## config.mk

```make
export PLATFORM = sky130hd
export DESIGN_NAME = alu_issue_ctrl
export DESIGN_NICKNAME = d
export VERILOG_FILES = /design/src/rtl/alu_isa_pkg.sv /design/src/rtl/alu_issue_decode.sv /design/src/rtl/alu_issue_ctrl.sv
export SDC_FILE = /design/constraint.sdc
export NUM_CORES = 1
export LEC_CHECK = 0
export BUFFER_PORTS_ARGS = -buffer_cell sky130_fd_sc_hd__buf_4
export CAP_MARGIN = 20
export CORE_ASPECT_RATIO = 1.5
export CORE_MARGIN = 5
export CORE_UTILIZATION = 56
export CTS_BUF_LIST = sky130_fd_sc_hd__clkbuf_16
export CTS_CLUSTER_DIAMETER = 40
export CTS_CLUSTER_SIZE = 24
export DETAILED_ROUTE_END_ITERATION = 12
export GPL_TIMING_DRIVEN = 0
export HOLD_SLACK_MARGIN = 0.03
export PLACE_DENSITY = 0.78
export SLEW_MARGIN = 10
export SYNTH_ARGS = -nofsm -noshare
export SYNTH_HDL_FRONTEND = slang
export SYNTH_SLANG_ARGS = --single-unit
```

## constraint.sdc

```tcl
create_clock -name clk -period 4.4 [get_ports clk]
set_clock_uncertainty 0.2 [all_clocks]
set_input_delay 1.32 -clock clk [delete_from_list [all_inputs] [get_ports clk]]
set_output_delay 1.32 -clock clk [all_outputs]
set_load 0.03 [all_outputs]
```

## src/rtl/alu_isa_pkg.sv

```systemverilog
// Shared CR16 ALU encoding: ALU opcodes, instruction op nibbles, flag positions,
// and the issue-controller state encoding.
package alu_isa_pkg;

    // Register-form ALU opcodes: {4'h0, ext}
    localparam logic [7:0] ALU_WAIT  = 8'h00;
    localparam logic [7:0] ALU_AND   = 8'h01;
    localparam logic [7:0] ALU_OR    = 8'h02;
    localparam logic [7:0] ALU_XOR   = 8'h03;
    localparam logic [7:0] ALU_NOT   = 8'h04;
    localparam logic [7:0] ALU_ADD   = 8'h05;
    localparam logic [7:0] ALU_ADDU  = 8'h06;
    localparam logic [7:0] ALU_ADDC  = 8'h07;
    localparam logic [7:0] ALU_LSH   = 8'h08;
    localparam logic [7:0] ALU_SUB   = 8'h09;
    localparam logic [7:0] ALU_SUBC  = 8'h0A;
    localparam logic [7:0] ALU_CMP   = 8'h0B;
    localparam logic [7:0] ALU_RSH   = 8'h0C;
    localparam logic [7:0] ALU_MOV   = 8'h0D;
    localparam logic [7:0] ALU_MUL   = 8'h0E;
    localparam logic [7:0] ALU_ARSH  = 8'h0F;

    // Immediate-form ALU opcodes: {op, 4'h0}
    localparam logic [7:0] ALU_ADDI  = 8'h50;
    localparam logic [7:0] ALU_ADDUI = 8'h60;
    localparam logic [7:0] ALU_ADDCI = 8'h70;
    localparam logic [7:0] ALU_LSHI  = 8'h80;
    localparam logic [7:0] ALU_SUBI  = 8'h90;
    localparam logic [7:0] ALU_SUBCI = 8'hA0;
    localparam logic [7:0] ALU_CMPI  = 8'hB0;
    localparam logic [7:0] ALU_RSHI  = 8'hC0;
    localparam logic [7:0] ALU_MOVI  = 8'hD0;
    localparam logic [7:0] ALU_MULI  = 8'hE0;
    localparam logic [7:0] ALU_ARSHI = 8'hF0;

    localparam logic [3:0] NIB_REG   = 4'h0;
    localparam logic [3:0] NIB_ADDI  = 4'h5;
    localparam logic [3:0] NIB_ADDUI = 4'h6;
    localparam logic [3:0] NIB_ADDCI = 4'h7;
    localparam logic [3:0] NIB_LSHI  = 4'h8;
    localparam logic [3:0] NIB_SUBI  = 4'h9;
    localparam logic [3:0] NIB_SUBCI = 4'hA;
    localparam logic [3:0] NIB_CMPI  = 4'hB;
    localparam logic [3:0] NIB_RSHI  = 4'hC;
    localparam logic [3:0] NIB_MOVI  = 4'hD;
    localparam logic [3:0] NIB_MULI  = 4'hE;
    localparam logic [3:0] NIB_ARSHI = 4'hF;

    localparam int FLAG_L = 4;
    localparam int FLAG_C = 3;
    localparam int FLAG_F = 2;
    localparam int FLAG_Z = 1;
    localparam int FLAG_N = 0;

    localparam logic [4:0] FMASK_NONE  = 5'b00000;
    localparam logic [4:0] FMASK_ARITH = 5'b11111;
    localparam logic [4:0] FMASK_MUL   = 5'((1 << FLAG_C) | (1 << FLAG_Z) | (1 << FLAG_N));
    localparam logic [4:0] FMASK_LOGIC = 5'((1 << FLAG_Z) | (1 << FLAG_N));
    localparam logic [4:0] FMASK_CMP   = 5'((1 << FLAG_L) | (1 << FLAG_Z) | (1 << FLAG_N));

    typedef enum logic [1:0] {
        ST_IDLE = 2'd0,
        ST_EXEC = 2'd1,
        ST_WB   = 2'd2
    } issue_state_e;

    // PSR bits the ALU is trusted to produce for a given opcode; the rest are don't-care.
    function automatic logic [4:0] flag_mask_of(input logic [7:0] op);
        logic [4:0] m;
        case (op)
            ALU_ADD, ALU_ADDU, ALU_ADDC, ALU_SUB, ALU_SUBC,
            ALU_ADDI, ALU_ADDUI, ALU_ADDCI, ALU_SUBI, ALU_SUBCI: m = FMASK_ARITH;
            ALU_MUL, ALU_MULI:                                  m = FMASK_MUL;
            ALU_CMP, ALU_CMPI:                                  m = FMASK_CMP;
            ALU_WAIT:                                           m = FMASK_NONE;
            default:                                            m = FMASK_LOGIC;
        endcase
        return m;
    endfunction

    function automatic logic is_sext_imm(input logic [3:0] nib);
        return nib inside {NIB_ADDI, NIB_ADDCI, NIB_SUBI, NIB_SUBCI, NIB_CMPI, NIB_MULI};
    endfunction

endpackage

```

## src/rtl/alu_issue_decode.sv

```systemverilog
// Combinational CR16 word decode into ALU opcode, immediate operand and
// writeback/flag-commit controls.
module alu_issue_decode
    import alu_isa_pkg::*;
#(
    parameter int DATA_W = 16
) (
    input  logic [3:0]        op_i,
    input  logic [7:0]        imm_i,
    output logic [7:0]        alu_op_o,
    output logic [DATA_W-1:0] imm_ext_o,
    output logic              use_imm_o,
    output logic              wb_en_o,
    output logic [4:0]        flag_mask_o,
    output logic              illegal_o
);

    always_comb begin
        alu_op_o    = ALU_WAIT;
        imm_ext_o   = '0;
        use_imm_o   = 1'b0;
        illegal_o   = 1'b0;

        case (op_i)
            NIB_REG: alu_op_o = {4'h0, imm_i[7:4]};
            4'h1, 4'h2, 4'h3, 4'h4: illegal_o = 1'b1;
            default: begin
                alu_op_o  = {op_i, 4'h0};
                use_imm_o = 1'b1;
                if (is_sext_imm(op_i))
                    imm_ext_o = {{(DATA_W-8){imm_i[7]}}, imm_i};
                else
                    imm_ext_o = {{(DATA_W-8){1'b0}}, imm_i};
            end
        endcase

        flag_mask_o = illegal_o ? FMASK_NONE : flag_mask_of(alu_op_o);
        wb_en_o     = !illegal_o && !(alu_op_o inside {ALU_WAIT, ALU_CMP, ALU_CMPI});
    end

endmodule

```

## src/rtl/alu_issue_ctrl.sv

```systemverilog
// Serial issue/writeback controller around the combinational CR16 ALU:
// accept -> EXEC (operands out, result captured) -> WB (regfile/PSR commit).
//
// state   | meaning
// IDLE    | instr_ready=1, waiting for a word
// EXEC    | ALU driven from latched word, result/flags captured at edge
// WB      | done pulse, regfile and masked PSR written at edge
module alu_issue_ctrl
    import alu_isa_pkg::*;
#(
    parameter int DATA_W = 16,
    parameter int ADDR_W = 4
) (
    input  logic              clk,
    input  logic              reset,
    input  logic              instr_valid,
    output logic              instr_ready,
    input  logic [15:0]       instr,
    output logic [DATA_W-1:0] alu_a,
    output logic [DATA_W-1:0] alu_b,
    output logic [7:0]        alu_op,
    input  logic [DATA_W-1:0] alu_result,
    input  logic [4:0]        alu_flags,
    output logic [4:0]        psr,
    output logic              done,
    output logic              illegal,
    input  logic [ADDR_W-1:0] dbg_addr,
    output logic [DATA_W-1:0] dbg_data
);

    localparam int NREG = 1 << ADDR_W;

    issue_state_e      state_q, state_d;
    logic [15:0]       instr_q;
    logic [DATA_W-1:0] res_q;
    logic [4:0]        flags_q;
    logic [4:0]        psr_q, psr_d;
    logic [DATA_W-1:0] rf_q [NREG];
    logic              accept;

    logic [7:0]        dec_alu_op;
    logic [DATA_W-1:0] dec_imm;
    logic              dec_use_imm;
    logic              dec_wb_en;
    logic [4:0]        dec_flag_mask;
    logic              dec_illegal;

    logic [ADDR_W-1:0] rd_idx;
    logic [ADDR_W-1:0] rs_idx;

    assign rd_idx = instr_q[8 +: ADDR_W];
    assign rs_idx = instr_q[0 +: ADDR_W];

    alu_issue_decode #(.DATA_W(DATA_W)) u_decode (
        .op_i        (instr_q[15:12]),
        .imm_i       (instr_q[7:0]),
        .alu_op_o    (dec_alu_op),
        .imm_ext_o   (dec_imm),
        .use_imm_o   (dec_use_imm),
        .wb_en_o     (dec_wb_en),
        .flag_mask_o (dec_flag_mask),
        .illegal_o   (dec_illegal)
    );

    always_comb begin
        state_d     = state_q;
        psr_d       = psr_q;
        accept      = 1'b0;
        instr_ready = 1'b0;
        done        = 1'b0;
        illegal     = 1'b0;
        alu_op      = ALU_WAIT;
        alu_a       = '0;
        alu_b       = '0;

        case (state_q)
            ST_IDLE: begin
                instr_ready = 1'b1;
                if (instr_valid) begin
                    accept  = 1'b1;
                    state_d = ST_EXEC;
                end
            end
            ST_EXEC: begin
                alu_op  = dec_alu_op;
                alu_a   = rf_q[rd_idx];
                alu_b   = dec_use_imm ? dec_imm : rf_q[rs_idx];
                state_d = ST_WB;
            end
            ST_WB: begin
                // A reset landing in WB aborts the retire, so the pulse is suppressed too.
                done    = !reset;
                illegal = !reset && dec_illegal;
                psr_d   = (psr_q & ~dec_flag_mask) | (flags_q & dec_flag_mask);
                state_d = ST_IDLE;
            end
            default: state_d = ST_IDLE;
        endcase
    end

    always_ff @(posedge clk) begin
        if (reset) begin
            state_q <= ST_IDLE;
            instr_q <= '0;
            res_q   <= '0;
            flags_q <= '0;
            psr_q   <= '0;
            for (int i = 0; i < NREG; i++)
                rf_q[i] <= '0;
        end else begin
            state_q <= state_d;
            psr_q   <= psr_d;
            if (accept)
                instr_q <= instr;
            if (state_q == ST_EXEC) begin
                res_q   <= alu_result;
                flags_q <= alu_flags;
            end
            if (state_q == ST_WB && dec_wb_en)
                rf_q[rd_idx] <= res_q;
        end
    end

    assign psr      = psr_q;
    assign dbg_data = rf_q[dbg_addr];

endmodule
```

# ---- Yosys cells after proc, flatten, opt, wreduce, memory -nomap -nowiden
# Memory sizes are Yosys's and may differ from the RTL's. A register that Yosys moved wholly into a read port is not among the register bits.
# Index checks and enable logic that the tools add are counted.
dict set report word_totals {
  reg_bits 44
  ram_bits 256
  input_bits 44
  output_inout_bits 64
  n_memories 1
}
# name words width read_ports rd_clocked_by_memory_dff wr line
set memory_table {}
lappend memory_table {rf_q 16 16 3 2 16 alu_issue_ctrl.sv:38} ;# logic [DATA_W-1:0] rf_q [NREG];
dict set report classes {
  eq_ne 27
  mux 28
  bitwise 4
  n_reduce_logical 17
}
# op count
set op_table {}
lappend op_table {{$mux W16} 5}
lappend op_table {{$eq A8 B4 Y1 const B} 4}
lappend op_table {{$eq A8 B8 Y1 const B} 4}
lappend op_table {{$eq A8 B3 Y1 const B} 3}
lappend op_table {{$eq A8 B7 Y1 const B} 3}
lappend op_table {{$mux W4} 5}
lappend op_table {{$pmux W5 S4} 1}
lappend op_table {{$eq A4 B4 Y1 const B} 4}
lappend op_table {{$pmux W8 S2} 1}
lappend op_table {{$reduce_or A16 Y1} 1}
lappend op_table {{$eq A4 B3 Y1 const B} 3}
lappend op_table {{$mux W1} 12}
lappend op_table {{$and A5 B5 Y5} 2}
lappend op_table {{$reduce_or A10 Y1} 1}
lappend op_table {{$eq A4 B2 Y1 const B} 2}
lappend op_table {{$logic_not A8 Y1} 1}
lappend op_table {{$mux W8} 1}
lappend op_table {{$reduce_bool A6 Y1} 1}
lappend op_table {{$mux W5} 1}
lappend op_table {{$not A5 Y5} 1}
lappend op_table {{$or A5 B5 Y5} 1}
lappend op_table {{$reduce_or A5 Y1} 1}
lappend op_table {{$eq A4 B1 Y1 const B} 1}
lappend op_table {{$logic_not A4 Y1} 1}
lappend op_table {{other kinds (11)} 16}

# ---- Depth between registers and ports, before layout
dict set report logic_depth {
  depth_word 13
  ltp_mapped 8
  ltp_nobuf 5
}

# ---- Cells and area by module
# A second synthesis with hierarchy kept.
dict set report hier_totals {
  hier_cells 1307
  hier_area_um2 17845.9
}
# mod instances cells_per_inst area_each_um2
set by_module_without_submodules {}
lappend by_module_without_submodules {alu_issue_ctrl 1 1246 17436.7}
lappend by_module_without_submodules {alu_issue_decode 1 61 409.1}

# ---- Worst setup path after synthesis
# Ideal clock, no wire load.
dict set report synth_path {
  path_type {input to output}
  from {in dbg_addr[0]}
  to {out dbg_data[0]}
  arrival_time_ns 3.110
  required_time_ns 2.880
  slack_ns -0.230
  stages 4
  path_cell_list {clkbuf_1 > buf_2 > mux4_2 > mux4_2}
}
dict set report synth_via {
  elab_chain_cells 1
}
# element line
set synth_rtl {}
lappend synth_rtl {{from (decl)} alu_issue_ctrl.sv:27} ;# input logic [ADDR_W-1:0] dbg_addr,
lappend synth_rtl {{$mem_v2 Z16 W16} n/a}
lappend synth_rtl {{to (decl)} alu_issue_ctrl.sv:28} ;# output logic [DATA_W-1:0] dbg_data
# Every way passes these cells.

# ---- Final worst setup path
dict set report layout_path {
  from {in dbg_addr[0]}
  to {out dbg_data[8]}
}
# Same word-level chain as after synthesis.

==> out/metrics.cfg <==
[final_layout]
fin_util=0.6674
final_common_cell=edfxtp_1
mostFrequentLayoutCells=edfxtp_1, mux4_2, nor2_1, nand2_1, buf_4
fillers=2215
nets=1475
drive_gt1_frac=0.3411
fin_area_mm2=0.02065
area_delta_synth_final_pct=17.85

[grt]
grt_pass1_vias=13735
grt_usage=0.4095
grt_start_max_net_pins=22
gr-total-overflow=0
grt_pass1_wl_mm=99.06
antenna_found_initial=1

[clocking]
cts_buffers=34
hold_buffers=0
clock-root-buffer=clkbuf_16
cts_buffer_depth=3
cts.sinks=308
clkTransAtPathRegs_ns=0.07
cts_tree=yes
htreeDepth=2
clk_latency_ns=0.55

[timing]
setup_ws_ns=-0.07081
maxSlewViolCount=0
period_share=1.016
final_hold_viol_count=0
worstMarginPinSlew_ns=1.267
finalSetupTns_ns=-0.3310
fin_crit_ns=4.471
setup_violations=11
slew_headroom=0.1553
grt_setup_unrepaired=yes
timing.fmax_ghz=0.2237

[floorplanning]
die_h_um=226.6
initial_core_util=0.5663
design.core.area_mm2=0.03094
die_x_um=154.4
io_pins=108
fp.dieArea_mm2=0.03500
core.rowCount=79

[worst_hold_path]
min_path_type=reg -> reg
holdCritStartpoint=flags_q[2]

[synth]
syn_inst=1285
synth_fp_nets=1329
synth_edf_count=256
synth_top_flop_cell=edfxtp_1
ys_seq_elements=308
yosysWarnings=0
synthesis.area_mm2=0.01752
synth.top_cell.area_share=0.4388
synth_cell_type_count=49
synth.area.top_cells=edfxtp_1, mux4_2, dfxtp_1
synth_top_cell_by_area=edfxtp_1
avgSynthCellArea_um2=13.63
ys_seq_area_frac=0.4982
async_flop_share=0

[worst_setup_path]
crit_start=dbg_addr[0]
critPathRequiredTime_ns=2.88
path_class=in -> out
worst_setup_path_start_kind=input pin
crit_fanout=5
crit_arrival_ns=2.95
r2r_start=instr_q[11]
cp-end-kind=output pin

[placement]
place_congestion=1.086
portBuffers=102
hpwl_mm=50.38
dp_slack_ns=-1.050
placed_area_mm2=0.01881

[route]
vias=13818
firstDrtPassIters=6
wl_per_cell_um=38.31
ant_nets=0
first_iter_violations=2271
finalWirelength_mm=71.44
vias_per_cell=7.409
remaining_drc_errors=0

[power]
pwr-share-seq=0.439
p_leak_nw=7.320
p_comb_frac=0.153
sw_frac_of_total=0.2880
peakVddDrop_mv=0.3013
switching_power_mw=2.228
p_int_mw=5.508
power_density_mw_per_mm2=374.7
clkPwrFrac=0.408

[status]
status=finished with violations
violations=negative setup slack

[run]
cap_viol_max_count=0

## state kept, by name, summed over array words and instances, names as in the netlist, named ones only
register  cells
instr_q      16
rf_q        256
res_q        16
flags_q       5
state_q       2
## synth_stat cells (2+ instances only)
library cell and n:
edfxtp_1 256, mux4_2 208, nor2_1 177, nand2_1 133
and3_1 90, clkbuf_1 63, mux2i_1 58, dfxtp_1 52
a21oi_1 42, buf_2 37, o22ai_1 31, buf_1 26
a21o_1 17, buf_6 12, a31o_2 8, a211oi_1 7
and2_1 7, o21ai_0 6, and3_2 4, nand2b_1 4
nor2b_1 4, inv_1 3, nand4b_1 3, nor3_1 3
or2_2 3, a221oi_1 2, and2_4 2, and3b_1 2
nand3b_1 2, or3_1 2, or3b_2 2, or4_4 2
## cell families after synthesis
family,Yosys count,share of synthesized area
AO/OA/AOI/OAI,122,0.04492
buffers and inverters,141,0.03799
flip-flops,308,0.4982
multiplexers,266,0.3005
AND/OR/NAND/NOR,448,0.1184
## per-layer routing
metal,vias up,track usage,share of wire
met4,2,0.3455,0.12
met5,-,0.009804,0.00064
li1,5327,-,-
met1,6680,0.4418,0.28
met2,1359,0.6658,0.48
met3,450,0.1138,0.12
## through the flow
stage                     power, mW  cells  hold WS (ns)
after detailed placement      4.519   1792        0.2458
after floorplan               4.075   1285        0.2310
final                         7.736   1865        0.2614
after global routing          7.871   1862        0.2774
after global placement        4.501   1792        0.2404
after CTS                     7.642   1857        0.2577
## worst paths after layout
kind                 end  slack (ns)  cells after the start
max          dbg_data[8]       -0.07                      5
min           flags_q[2]        0.26                      2
max reg2reg  rf_q[8][10]        0.50                      4
min reg2reg   flags_q[2]        0.26                      2
## cell type report
cell class,instances,area (um2),share of cell area
flip-flops and latches,308,8731,0.4229
plain buffers,133,950.9,0.04606
inverters,3,11.26,0.0005454
repair buffers,115,1018,0.04933
well taps,405,506.7,0.02454
clock inverters,25,322.8,0.01563
diodes,3,7.507,0.0003636
multi-input cells,836,8173,0.3958
clock buffers,37,925.9,0.04484
## critical path, stage by stage
cell       delay (ns)
clkbuf_16        0.17
buf_16           0.15
mux4_2           0.61
mux4_2           0.52
buf_6            0.16
## power by group through the flow
stage                     registers, mW  clock network [mW]  logic, mW
after floorplan                    3.36                   0      0.711
after global placement             3.43                   0       1.07
after detailed placement           3.43                   0       1.09
after CTS                          3.38                3.14       1.12
after global routing               3.39                3.27       1.21
final                              3.39                3.16       1.18
## timing repair
item,in CTS,in global routing
endpoints found under the setup margin,48,38
setup buffers,5,1
gates resized for setup,88,34
gates cloned,3,5
pin swaps,1,0
Note: power is estimated with default switching activity, not from simulation.
